[src/rtl/mem_stage.sv]
// Memory pipeline stage: EX/MEM and MEM/WB registers, data-memory handshake,
// store lane replication, load alignment/extension and misaligned-access traps.
module mem_stage #(
    parameter int XLEN = 32
) (
    input  logic              i_clk,
    input  logic              i_rst,
    input  logic              i_valid,
    input  logic [XLEN-1:0]   i_ex_data,
    input  logic [XLEN-1:0]   i_rs2_data,
    input  logic [4:0]        i_dest_addr,
    input  logic              i_reg_write_en,
    input  logic              i_mem_read,
    input  logic              i_mem_write,
    input  logic [1:0]        i_mem_size,
    input  logic              i_mem_unsigned,
    output logic              o_stall,
    output logic [XLEN-1:0]   o_ex_mem_data,
    output logic [4:0]        o_ex_mem_dest_addr,
    output logic              o_ex_mem_reg_write_en,
    output logic [XLEN-1:0]   o_mem_wb_data,
    output logic [4:0]        o_mem_wb_dest_addr,
    output logic              o_mem_wb_reg_write_en,
    output logic              o_wb_valid,
    output logic              o_wb_trap,
    output logic              o_dmem_req,
    output logic [XLEN-1:0]   o_dmem_addr,
    output logic              o_dmem_wen,
    output logic [XLEN-1:0]   o_dmem_wdata,
    output logic [3:0]        o_dmem_mask,
    input  logic              i_dmem_ready,
    input  logic              i_dmem_rvalid,
    input  logic [XLEN-1:0]   i_dmem_rdata
);
    localparam int LANES = XLEN / 8;

    typedef enum logic {IDLE, WAIT_RESP} state_t;
    state_t r_state, w_state_next;

    logic            r_exm_valid;
    logic [XLEN-1:0] r_exm_data;
    logic [XLEN-1:0] r_exm_rs2;
    logic [4:0]      r_exm_rd;
    logic            r_exm_we;
    logic            r_exm_ld;
    logic            r_exm_st;
    logic [1:0]      r_exm_size;
    logic            r_exm_uns;

    logic            r_wb_valid;
    logic [XLEN-1:0] r_wb_data;
    logic [4:0]      r_wb_rd;
    logic            r_wb_we;
    logic            r_wb_trap;

    logic            w_is_mem;
    logic            w_misaligned;
    logic            w_mem_go;
    logic            w_req;
    logic            w_complete;
    logic            w_stall;
    logic            w_retire;
    logic [LANES-1:0] w_byte_mask;
    logic [3:0]      w_mask;
    logic [XLEN-1:0] w_wdata;
    logic [XLEN-1:0] w_shifted;
    logic            w_ld_sign;
    logic [XLEN-1:0] w_load_data;

    assign w_is_mem     = r_exm_ld | r_exm_st;
    // Size 3 is treated like a word access.
    assign w_misaligned = w_is_mem &
                          (((r_exm_size == 2'd1) & r_exm_data[0]) |
                           (r_exm_size[1] & (|r_exm_data[1:0])));
    assign w_mem_go     = r_exm_valid & w_is_mem & ~w_misaligned;

    always_comb begin
        w_state_next = r_state;
        w_req        = 1'b0;
        w_complete   = 1'b0;
        case (r_state)
            IDLE: begin
                if (w_mem_go) begin
                    w_req = 1'b1;
                    if (i_dmem_ready) begin
                        if (r_exm_st) begin
                            w_complete = 1'b1;
                        end else if (i_dmem_rvalid) begin
                            w_complete = 1'b1;
                        end else begin
                            w_state_next = WAIT_RESP;
                        end
                    end
                end
            end
            WAIT_RESP: begin
                if (i_dmem_rvalid) begin
                    w_complete   = 1'b1;
                    w_state_next = IDLE;
                end
            end
            default: w_state_next = IDLE;
        endcase
    end

    assign w_stall  = w_mem_go & ~w_complete;
    assign w_retire = r_exm_valid & ~w_stall;

    genvar gi;
    generate
        for (gi = 0; gi < LANES; gi++) begin : g_lane
            assign w_byte_mask[gi] = (r_exm_data[1:0] == 2'(gi));
        end
    endgenerate

    always_comb begin
        w_mask  = 4'b1111;
        w_wdata = r_exm_rs2;
        case (r_exm_size)
            2'd0: begin
                w_mask  = w_byte_mask;
                w_wdata = {4{r_exm_rs2[7:0]}};
            end
            2'd1: begin
                w_mask  = r_exm_data[1] ? 4'b1100 : 4'b0011;
                w_wdata = {2{r_exm_rs2[15:0]}};
            end
            default: begin
                w_mask  = 4'b1111;
                w_wdata = r_exm_rs2;
            end
        endcase
    end

    // Bring the addressed lane down to bit 0, then extend from the access width.
    assign w_shifted = i_dmem_rdata >> {r_exm_data[1:0], 3'b000};
    assign w_ld_sign = ~r_exm_uns & ((r_exm_size == 2'd0) ? w_shifted[7] : w_shifted[15]);

    always_comb begin
        w_load_data = w_shifted;
        case (r_exm_size)
            2'd0:    w_load_data = {{24{w_ld_sign}}, w_shifted[7:0]};
            2'd1:    w_load_data = {{16{w_ld_sign}}, w_shifted[15:0]};
            default: w_load_data = w_shifted;
        endcase
    end

    always_ff @(posedge i_clk) begin
        if (i_rst) begin
            r_state     <= IDLE;
            r_exm_valid <= 1'b0;
            r_exm_data  <= '0;
            r_exm_rs2   <= '0;
            r_exm_rd    <= '0;
            r_exm_we    <= 1'b0;
            r_exm_ld    <= 1'b0;
            r_exm_st    <= 1'b0;
            r_exm_size  <= '0;
            r_exm_uns   <= 1'b0;
            r_wb_valid  <= 1'b0;
            r_wb_data   <= '0;
            r_wb_rd     <= '0;
            r_wb_we     <= 1'b0;
            r_wb_trap   <= 1'b0;
        end else begin
            r_state <= w_state_next;
            if (!w_stall) begin
                r_exm_valid <= i_valid;
                r_exm_data  <= i_ex_data;
                r_exm_rs2   <= i_rs2_data;
                r_exm_rd    <= i_dest_addr;
                r_exm_we    <= i_reg_write_en;
                r_exm_ld    <= i_mem_read;
                r_exm_st    <= i_mem_write;
                r_exm_size  <= i_mem_size;
                r_exm_uns   <= i_mem_unsigned;
            end
            if (w_retire) begin
                r_wb_valid <= 1'b1;
                r_wb_data  <= (r_exm_ld & ~r_exm_st & ~w_misaligned) ? w_load_data : r_exm_data;
                r_wb_rd    <= r_exm_rd;
                r_wb_we    <= r_exm_we & ~w_misaligned;
                r_wb_trap  <= w_misaligned;
            end else begin
                r_wb_valid <= 1'b0;
                r_wb_we    <= 1'b0;
                r_wb_trap  <= 1'b0;
            end
        end
    end

    assign o_stall               = w_stall;
    assign o_ex_mem_data         = r_exm_data;
    assign o_ex_mem_dest_addr    = r_exm_rd;
    assign o_ex_mem_reg_write_en = r_exm_valid & r_exm_we & ~r_exm_ld & ~w_misaligned;
    assign o_mem_wb_data         = r_wb_data;
    assign o_mem_wb_dest_addr    = r_wb_rd;
    assign o_mem_wb_reg_write_en = r_wb_we;
    assign o_wb_valid            = r_wb_valid;
    assign o_wb_trap             = r_wb_trap;

    // Bus fields are quiet whenever no request is being presented.
    assign o_dmem_req   = w_req;
    assign o_dmem_addr  = w_req ? {r_exm_data[XLEN-1:2], 2'b00} : '0;
    assign o_dmem_wen   = w_req & r_exm_st;
    assign o_dmem_wdata = w_req ? w_wdata : '0;
    assign o_dmem_mask  = w_req ? w_mask : 4'b0000;

endmodule
[config.mk]
export PLATFORM = sky130hd
export DESIGN_NAME = mem_stage
export DESIGN_NICKNAME = d
export VERILOG_FILES = /design/src/rtl/mem_stage.sv
export SDC_FILE = /design/constraint.sdc
export NUM_CORES = 1
export LEC_CHECK = 0
export CAP_MARGIN = 15
export CORE_ASPECT_RATIO = 1.5
export CORE_MARGIN = 4
export CORE_UTILIZATION = 46
export DETAILED_ROUTE_END_ITERATION = 8
export GPL_ROUTABILITY_DRIVEN = 0
export PLACE_DENSITY = 0.82
export REMOVE_ABC_BUFFERS = 1
export SLEW_MARGIN = 20
export SYNTH_ARGS = -nofsm -noshare
export SYNTH_HDL_FRONTEND = slang
export SYNTH_SLANG_ARGS = --single-unit
export TNS_END_PERCENT = 10
[constraint.sdc]
create_clock -name i_clk -period 3.35 [get_ports i_clk]
set_input_delay 0.335 -clock i_clk [delete_from_list [all_inputs] [get_ports i_clk]]
set_output_delay 0.335 -clock i_clk [all_outputs]
set_load 0.01 [all_outputs]
Yosys cells after proc, flatten, opt, wreduce, memory -nomap -nowiden
Cells that the tools add are included.

operators by class
  shift-type cells = 1
  multiplexer cells = 22
  bitwise operators = 25
  eq/ne operators = 4
  reduce and logical (&&, ||, !) cells = 4

operator list
  kind                count
  $pmux 32 s2         2
  $mux 32             3
  $shr 32x5->32       1
  $and 1x1->1         15
  $mux 1              12
  $mux 4              2
  $not 1->1           8
  $pmux 4 s2          1
  $eq 2x1->1 const B  2
  $eq 2x2->1 const B  2
  $logic_not 2->1     2
  $pmux 1 s2          2
  $reduce_or 2->1     2
  $or 1x1->1          2

storage, ports and cells
  output and inout port bits = 149
  bits in registers = 117
  logic and storage cells = 71

Logic depth before layout (Yosys ltp)
Gate-level depths: netlist (run 1).

  depth in word-level cells = 14
  gate-level depth with buffers = 10
  mapped depth without buffers = 6

Worst setup path before layout (run 1)
Ideal clock, no wire load.

  path kind = flip-flop to output port
  start point = reg r_exm_data[0] (netlist: o_ex_mem_data[0])
  end point = out o_dmem_mask[1]
  arrival = 1.624 ns
  slack = 1.391 ns
  data required time = 3.015 ns
  stages on the path, launching flop included = 7
  buffers on the path = 2
  path through = dfxtp_1 > o21ai_2 > nand4b_1 > or2_2 > clkbuf_1 > clkbuf_1 > a21oi_1

between the ends
  word-level cells in the longest chain between the ends = 9

RTL lines
  what                    RTL line  text
  start, declared         41        logic [XLEN-1:0] r_exm_data;
  start signal, assigned  169       r_exm_data <= i_ex_data;
  $reduce_or 2->1         74        (r_exm_size[1] & (|r_exm_data[1:0])));
  $and 1x1->1             74
  $or 1x1->1              73        (((r_exm_size == 2'd1) & r_exm_data[0]) |
  $and 1x1->1             72        assign w_misaligned = w_is_mem &
  $not 1->1               75        assign w_mem_go = r_exm_valid & w_is_mem & ~w_misaligned;
  $and 1x1->1             75
  $mux 1                  83        if (w_mem_go) begin
  $mux 1                  81        case (r_state)
  $mux 4 *                207       assign o_dmem_mask = w_req ? w_mask : 4'b0000;
  end, declared           30        output logic [3:0] o_dmem_mask,

Every way passes the cells marked *; elsewhere a longest branch is shown, timed or not.

Worst setup path after layout (run 1)
  start point = reg r_exm_st
  end point = out o_dmem_addr[25]

between the ends
  word-level cells in the longest chain between the ends = 7

RTL lines
  what                    RTL line  text
  start, declared         46        logic r_exm_st;
  start signal, assigned  174       r_exm_st <= i_mem_write;
  $or 1x1->1 *            70        assign w_is_mem = r_exm_ld | r_exm_st;
  $and 1x1->1             72
  $not 1->1               75
  $and 1x1->1 *           75
  $mux 1 *                83
  $mux 1 *                81
  $mux 32 *               204       assign o_dmem_addr = w_req ? {r_exm_data[XLEN-1:2], 2'b00} : '0;
  end, declared           27        output logic [XLEN-1:0] o_dmem_addr,

Marks and branches as above.

==> results of run 1 <==
[path summary, 6_finish.rpt]
| path | cells past startpoint | slack, ns | startpoint | end |
|---|---|---|---|---|
| worst min-delay path | 2 | 0.34 | i_rst | r_exm_rs2[25] |
| worst max-delay path | 7 | 0.35 | r_exm_st | o_dmem_addr[25] |
| worst min register to register | 2 | 0.45 | r_exm_rs2[19] | r_exm_rs2[19] |
| worst max register to register | 7 | 0.98 | r_exm_size[1] | o_mem_wb_data[30] |
[state kept, by name, indices dropped and copies added (netlist names)]
| register | count |
|---|---|
| r_exm_ld | 1 |
| r_exm_valid | 1 |
| r_exm_uns | 1 |
| o_ex_mem_dest_addr | 5 |
| o_wb_trap | 1 |
| o_mem_wb_reg_write_en | 1 |
| r_exm_st | 1 |
| r_exm_size | 2 |
| o_mem_wb_data | 32 |
| r_state | 1 |
| o_wb_valid | 1 |
| r_exm_we | 1 |
| r_exm_rs2 | 32 |
| o_ex_mem_data | 32 |
| o_mem_wb_dest_addr | 5 |
[power by group through the flow]
stage / Clock (mW) / Combinational (mW) / Sequential, mW
finish: 1.81 / 0.738 / 1.55
global route: 1.89 / 0.797 / 1.56
CTS: 1.82 / 0.740 / 1.55
detailed placement: 0 / 0.735 / 1.58
global placement: 0 / 0.725 / 1.58
floorplan: 0 / 0.281 / 1.61
[final cells by class]
| class | instances | area (um2) |
|---|---|---|
| Fill cell | 1021 | 3670 |
| Multi-Input combinational cell | 575 | 3350 |
| Timing Repair Buffer | 274 | 2730 |
| Sequential cell | 117 | 2340 |
| Clock buffer | 23 | 488 |
| Tap cell | 159 | 199 |
| Clock inverter | 8 | 98.8 |
| Inverter | 5 | 18.8 |
[cell families (layout without fill, tap and decap cells)]
kind of cell           count (synthesis)  in the layout  share of synthesized area, %
AOI/OAI and AO/OA                    171            171                          17.2
other                                  1              2                        0.0622
DFF                                  117            117                          38.8
buffers and inverters                 75            310                          5.85
muxes                                 48             48                          8.38
and+or+nand+nor                      354            354                          29.7
[cell usage after synthesis (all sizes together) (10+ instances only)]
cell type	number
a21oi	109
nor2	47
nand4b	10
buf	32
clkbuf	38
nand3b	10
nand2	198
nor3b	10
o21ai	21
dfxtp	117
and2	40
mux2i	37
o211ai	17
mux2	10
[routing by layer]
metal / wire, um / share of wire [%] / track usage, %
met4: 671 / 3.2 / 10.8
met5: 0 / 0 / 0
met2: 10900 / 52 / 48.4
met1: 7830 / 37 / 30.7
met3: 1520 / 7.3 / 7.74
==> flow_metrics.py, run 1 <==
metrics = {
    "floorplan": {
        "start_util_pct": 46.8,
        "die_width_um": 101,
        "ios": 261,
        "num_rows": 51,
        "die_h_um": 148,
        "die_area_mm2": 0.0150,
        "core_mm2": 0.0129,
    },
    "sta": {
        "slew_headroom_pct": 47.3,
        "hold_viol": 0,
        "post-route-period-util_pct": 89.4,
        "fmax_ghz": 0.334,
        "tns_ns": 0,
        "setup_slack_ns": 0.354,
        "finClkSkew_ns": 0.00727,
        "fin_crit_ns": 3.00,
        "setup_viol": 0,
        "worst_slew_pin_slew_ns": 0.791,
        "final_max_slew_viol_count": 0,
        "whs_ns": 0.336,
        "grt_setup_unrepaired": "false",
    },
    "critical_path": {
        "cp_slowest_stage_delay_ns": 0.54,
        "worstSetupPathType": "reg2out",
        "cp.arrival_ns": 2.66,
        "crit_path_top_delay_cell": "clkdlybuf4s50_1",
        "critPathCaptureType": "primary output",
        "cp_max_fo": 29,
        "path_delay_family": "simple AND/OR/NAND/NOR gates",
        "critPathBufInv": 3,
        "crit_path_cell_trace": "nor2_1, nand4b_1, or2_4, inv_1, buf_4, and2_1, clkdlybuf4s50_1",
        "start_kind": "flip-flop",
        "required_ns": 3.01,
    },
    "global_route": {
        "grt_pass1_wl_mm": 32.4,
        "grt_max_degree": 77,
        "grt_pass1_vias": 6239,
        "antenna_found_initial": 0,
        "grtUsageTotal_pct": 27.5,
        "grt.overflow.total": 0,
    },
    "power": {
        "p_int_mw": 3.03,
        "ir_worst_vdd_mv": 0.303,
        "combPwrFrac_pct": 18.0,
        "clkPwrFrac_pct": 44.1,
        "power.switching_mw": 1.07,
        "power-per-cell-area_mw_per_mm2": 444,
        "cellLeakagePower_nw": 3.50,
        "swShare_pct": 26.0,
        "total_power_mw": 4.10,
        "p_seq_share_pct": 37.9,
    },
    "cts": {
        "clk_latency_ns": 0.41,
        "clockBufferDepth": 2,
        "cts-htree-levels": 4,
        "cts_num_sinks": 117,
        "root_buffer": "clkbuf_16",
        "ctsHoldBuffers": 0,
        "path_clk_slew_ns": 0.05,
        "cts_tree": "yes",
        "cts_setup_buffers": 0,
        "numCtsBuffers": 17,
        "ctsResizeCount": 0,
    },
    "logic_synthesis": {
        "synth.largest_area_cell": "dfxtp_1",
        "netlist_area_mm2": 0.00603,
        "synth-seq-area-share_pct": 38.8,
        "synthArstFlopShare_pct": 0,
        "netlist.area_leader.share_pct": 38.8,
        "ys_seq_elements": 117,
        "synth_ff_type": "dfxtp_1",
        "synth_cells": 766,
        "syn_area_per_cell_um2": 7.87,
        "yosys-top-cells-area": "dfxtp_1 39%, nand2_1 12%, a21oi_1 9.0%",
        "yosysWarnings": 0,
        "synth_edf_count": 0,
        "yosys.cell_types.count": 52,
    },
    "min_path": {
        "hp-class": "in2reg",
    },
    "placement": {
        "dpl.hpwl_mm": 14.5,
        "io_buffers": 258,
        "post-place-ws_ns": 0.621,
        "placedCellCount": 1130,
        "dpl-instance-area_mm2": 0.00863,
    },
    "cells_and_area": {
        "area_growth_pct": 52.9,
        "drive_above_1_share_pct": 8.08,
        "fin_util_pct": 71.5,
        "postLayoutCellArea_mm2": 0.00922,
        "final_common_cell": "clkdlybuf4s50_1",
        "final_cells": 1161,
        "final_cell_mix": "257 x clkdlybuf4s50_1, 197 x nand2_1, 116 x dfxtp_1, 108 x a21oi_1, 46 x nor2_1",
        "diodes": 0,
        "nNetsFinal": 1102,
    },
    "routing": {
        "routed_wl_mm": 20.9,
        "post_drt_wl_per_cell_um": 18.0,
        "vias": 6331,
        "first_pass_iters": 4,
        "viasPerCell": 5.45,
        "drt_iter0_drc": 266,
        "ant_nets": 0,
        "drc": 0,
    },
    "run": {
        "drv_cap": 0,
    },
    "status": {
        "status": "complete, no violations",
    },
}
(Power assumes the default switching activity.)
==> inputs of run 2 (changes only) <==
--- a/config.mk
+++ b/config.mk
@@ -5,7 +5,7 @@
 export SDC_FILE = /design/constraint.sdc
 export NUM_CORES = 1
 export LEC_CHECK = 0
-export CAP_MARGIN = 15
+export CAP_MARGIN = 20
 export CORE_ASPECT_RATIO = 1.5
 export CORE_MARGIN = 4
 export CORE_UTILIZATION = 46
==> results of run 2 <==
No change in the layout: final DEF, timing and power equal those of run 1.
==> edit, RTL diff (config.mk and constraints of run 1) <==
Make the reset (`i_rst`) asynchronous in one clocked block.
--- a/src/rtl/mem_stage.sv
+++ b/src/rtl/mem_stage.sv
@@ -145,7 +145,7 @@
         endcase
     end
 
-    always_ff @(posedge i_clk) begin
+    always_ff @(posedge i_clk or posedge i_rst) begin
         if (i_rst) begin
             r_state     <= IDLE;
             r_exm_valid <= 1'b0;
Formal check against the unedited RTL: differs if i_rst is asserted again (counterexample within 4 cycles, from zero or initial values and one cycle with i_rst high); with i_rst held inactive, the same outputs for 4 cycles.
==> edit against run 1 <==
- worst setup slack worse by 0.21 ns
- synthesized area is 9.2% higher
- final area grew 7.6%
- wire length up 2.7%
- die area grew 8.6%
- cell count shrank 11%
- sequential cell count unchanged
- critical path depth down 1
Power is not compared: it rests on default switching activity, and its combinational part moved more than twofold at a synthesized area within 25%.
==> edit: results (changes against run 1) <==
sequential share of the synthesized area 0.444 (was 0.388); Final HPWL DP 15.6 mm (was 14.5 mm); Max IR drop VDD 409 uV; worst min-delay path category input port to asynchronous set/reset pin (was input port to register); clock network latency to the later pin of the worst-skew pair 0.41 ns (about the same); postcts setup bufs 0 (unchanged); Iteration-0 DRC Markers 251 (was 266); DR vias/cell 5.47 (was 5.45); post_cts resized 0 (unchanged); CTS H-tree depth 4 (unchanged); Yosys warning count 0 (unchanged); WP data arrival 2.87 ns (was 2.66 ns); deepest clock path buffer count 2 (unchanged); layout cells sized above 1 0.167 (was 0.0808); first-pass GRT wire length 33.9 mm (was 32.4 mm); Avg WL per Cell 20.7 um (was 18.0 um); CTS Buf Count 17 (unchanged); status finished, final reports clean (unchanged); Worst-Margin Slew 0.947 ns (was 0.791 ns); highest net fanout along the worst path 40 (was 29); initial antenna violation count 1 (was 0); number of global-route vias before repair 6190 (was 6239); clock transition at the registers of the reported paths 0.05 ns (about the same); largest net degree at the start of global routing 81 (was 77); Root Driver clkbuf_16 (unchanged); top post-synthesis cells by area dfrtp_1, mux2_4, mux2i_1 (was dfxtp_1, nand2_1, a21oi_1); filler instances 1046 (was 1021); unique cell type count in the Yosys netlist 45 (was 52); DRT Wirelength 21.5 mm (was 20.9 mm); Tot GR Track Use 0.263 (was 0.275); Post-Place Cells 1008 (was 1130); Port Buf Inserts 258 (unchanged); Async SR Flop Fraction 1.00 (was 0); nets 947 (was 1102); clk_skew 0.00899 ns (was 0.00727 ns); most instantiated cells after synthesis dfrtp_1, mux2_4, and2_1, nand2_1, nor2_1 (was nand2_1, dfxtp_1, a21oi_1); Pre-antenna DRT Iters 4 (unchanged); synthesized instance count 592 (was 766); P_leak 4.39 nW
edit: cell count changes after synthesis, sizes merged, moves of 73 or more:
cell / delta
a21oi: -81
dfrtp: +117
dfxtp: -117
mux2: +73
nand2: -150
edit: logic make-up after synthesis:
kind of cell / synth area share
buffers and inverters: 0.0482
AO/OA/AOI/OAI: 0.131
AND/OR/NAND/NOR: 0.132
multiplexers: 0.243
other: 0.000569
flip-flops: 0.444
edit: final timing paths:
kind	start	end	slack (ns)	cells past startpoint
min	i_rst	o_ex_mem_dest_addr[1]	0.35	2
max in group asynchronous	i_rst	o_ex_mem_data[25]	2.22	3
min in group i_clk	o_mem_wb_data[8]	o_mem_wb_data[8]	0.48	2
max reg2reg	r_exm_size[1]	o_mem_wb_data[19]	0.64	6
max	r_exm_ld	o_dmem_wdata[1]	0.15	6
min reg2reg	o_mem_wb_data[8]	o_mem_wb_data[8]	0.48	2
edit: layer usage:
metal / wire length, um / vias up / track usage
li1: - / 2587 / -
met1: 8190 / 2814 / 0.302
met2: 11300 / 234 / 0.467
met3: 1110 / 49 / 0.0559
met4: 855 / 0 / 0.120
met5: 0 / - / 0
edit: cell type report:
class	count	area (um2)	share of cell area
Clock inverter	9	150	0.0151
Multi-Input combinational cell	416	3350	0.338
Clock buffer	21	480	0.0484
Sequential cell	117	2930	0.295
Inverter	10	40.0	0.00403
Antenna cell	1	2.50	0.000252
Timing Repair Buffer	273	2730	0.275
Tap cell	192	240	0.0242
edit: worst max-delay path, stage by stage (launching register included):
cell,delay (ns)
dfrtp_1,0.61
o21ai_0,0.26
or3_1,0.41
inv_1,0.07
buf_4,0.34
and2_1,0.21
clkdlybuf4s50_1,0.57
edit: where the power goes:
group	internal (W)	switching (W)
sequential	0.00176	0.000288
combinational	0.00149	0.00121
clock	0.00131	0.000630
total	0.00456	0.00213
edit: per-stage QoR:
step / worst slack, ns / setup TNS, ns / area [um2]
3_5_place_dp: 0.639 / 0 / 9290
2_1_floorplan: -1.29 / -97.31 / 6310
3_3_place_gp: 0.709 / 0 / 9290
4_1_cts: 0.150 / 0 / 9920
5_1_grt: 0.00619 / 0 / 9920
6_report: 0.148 / 0 / 9920
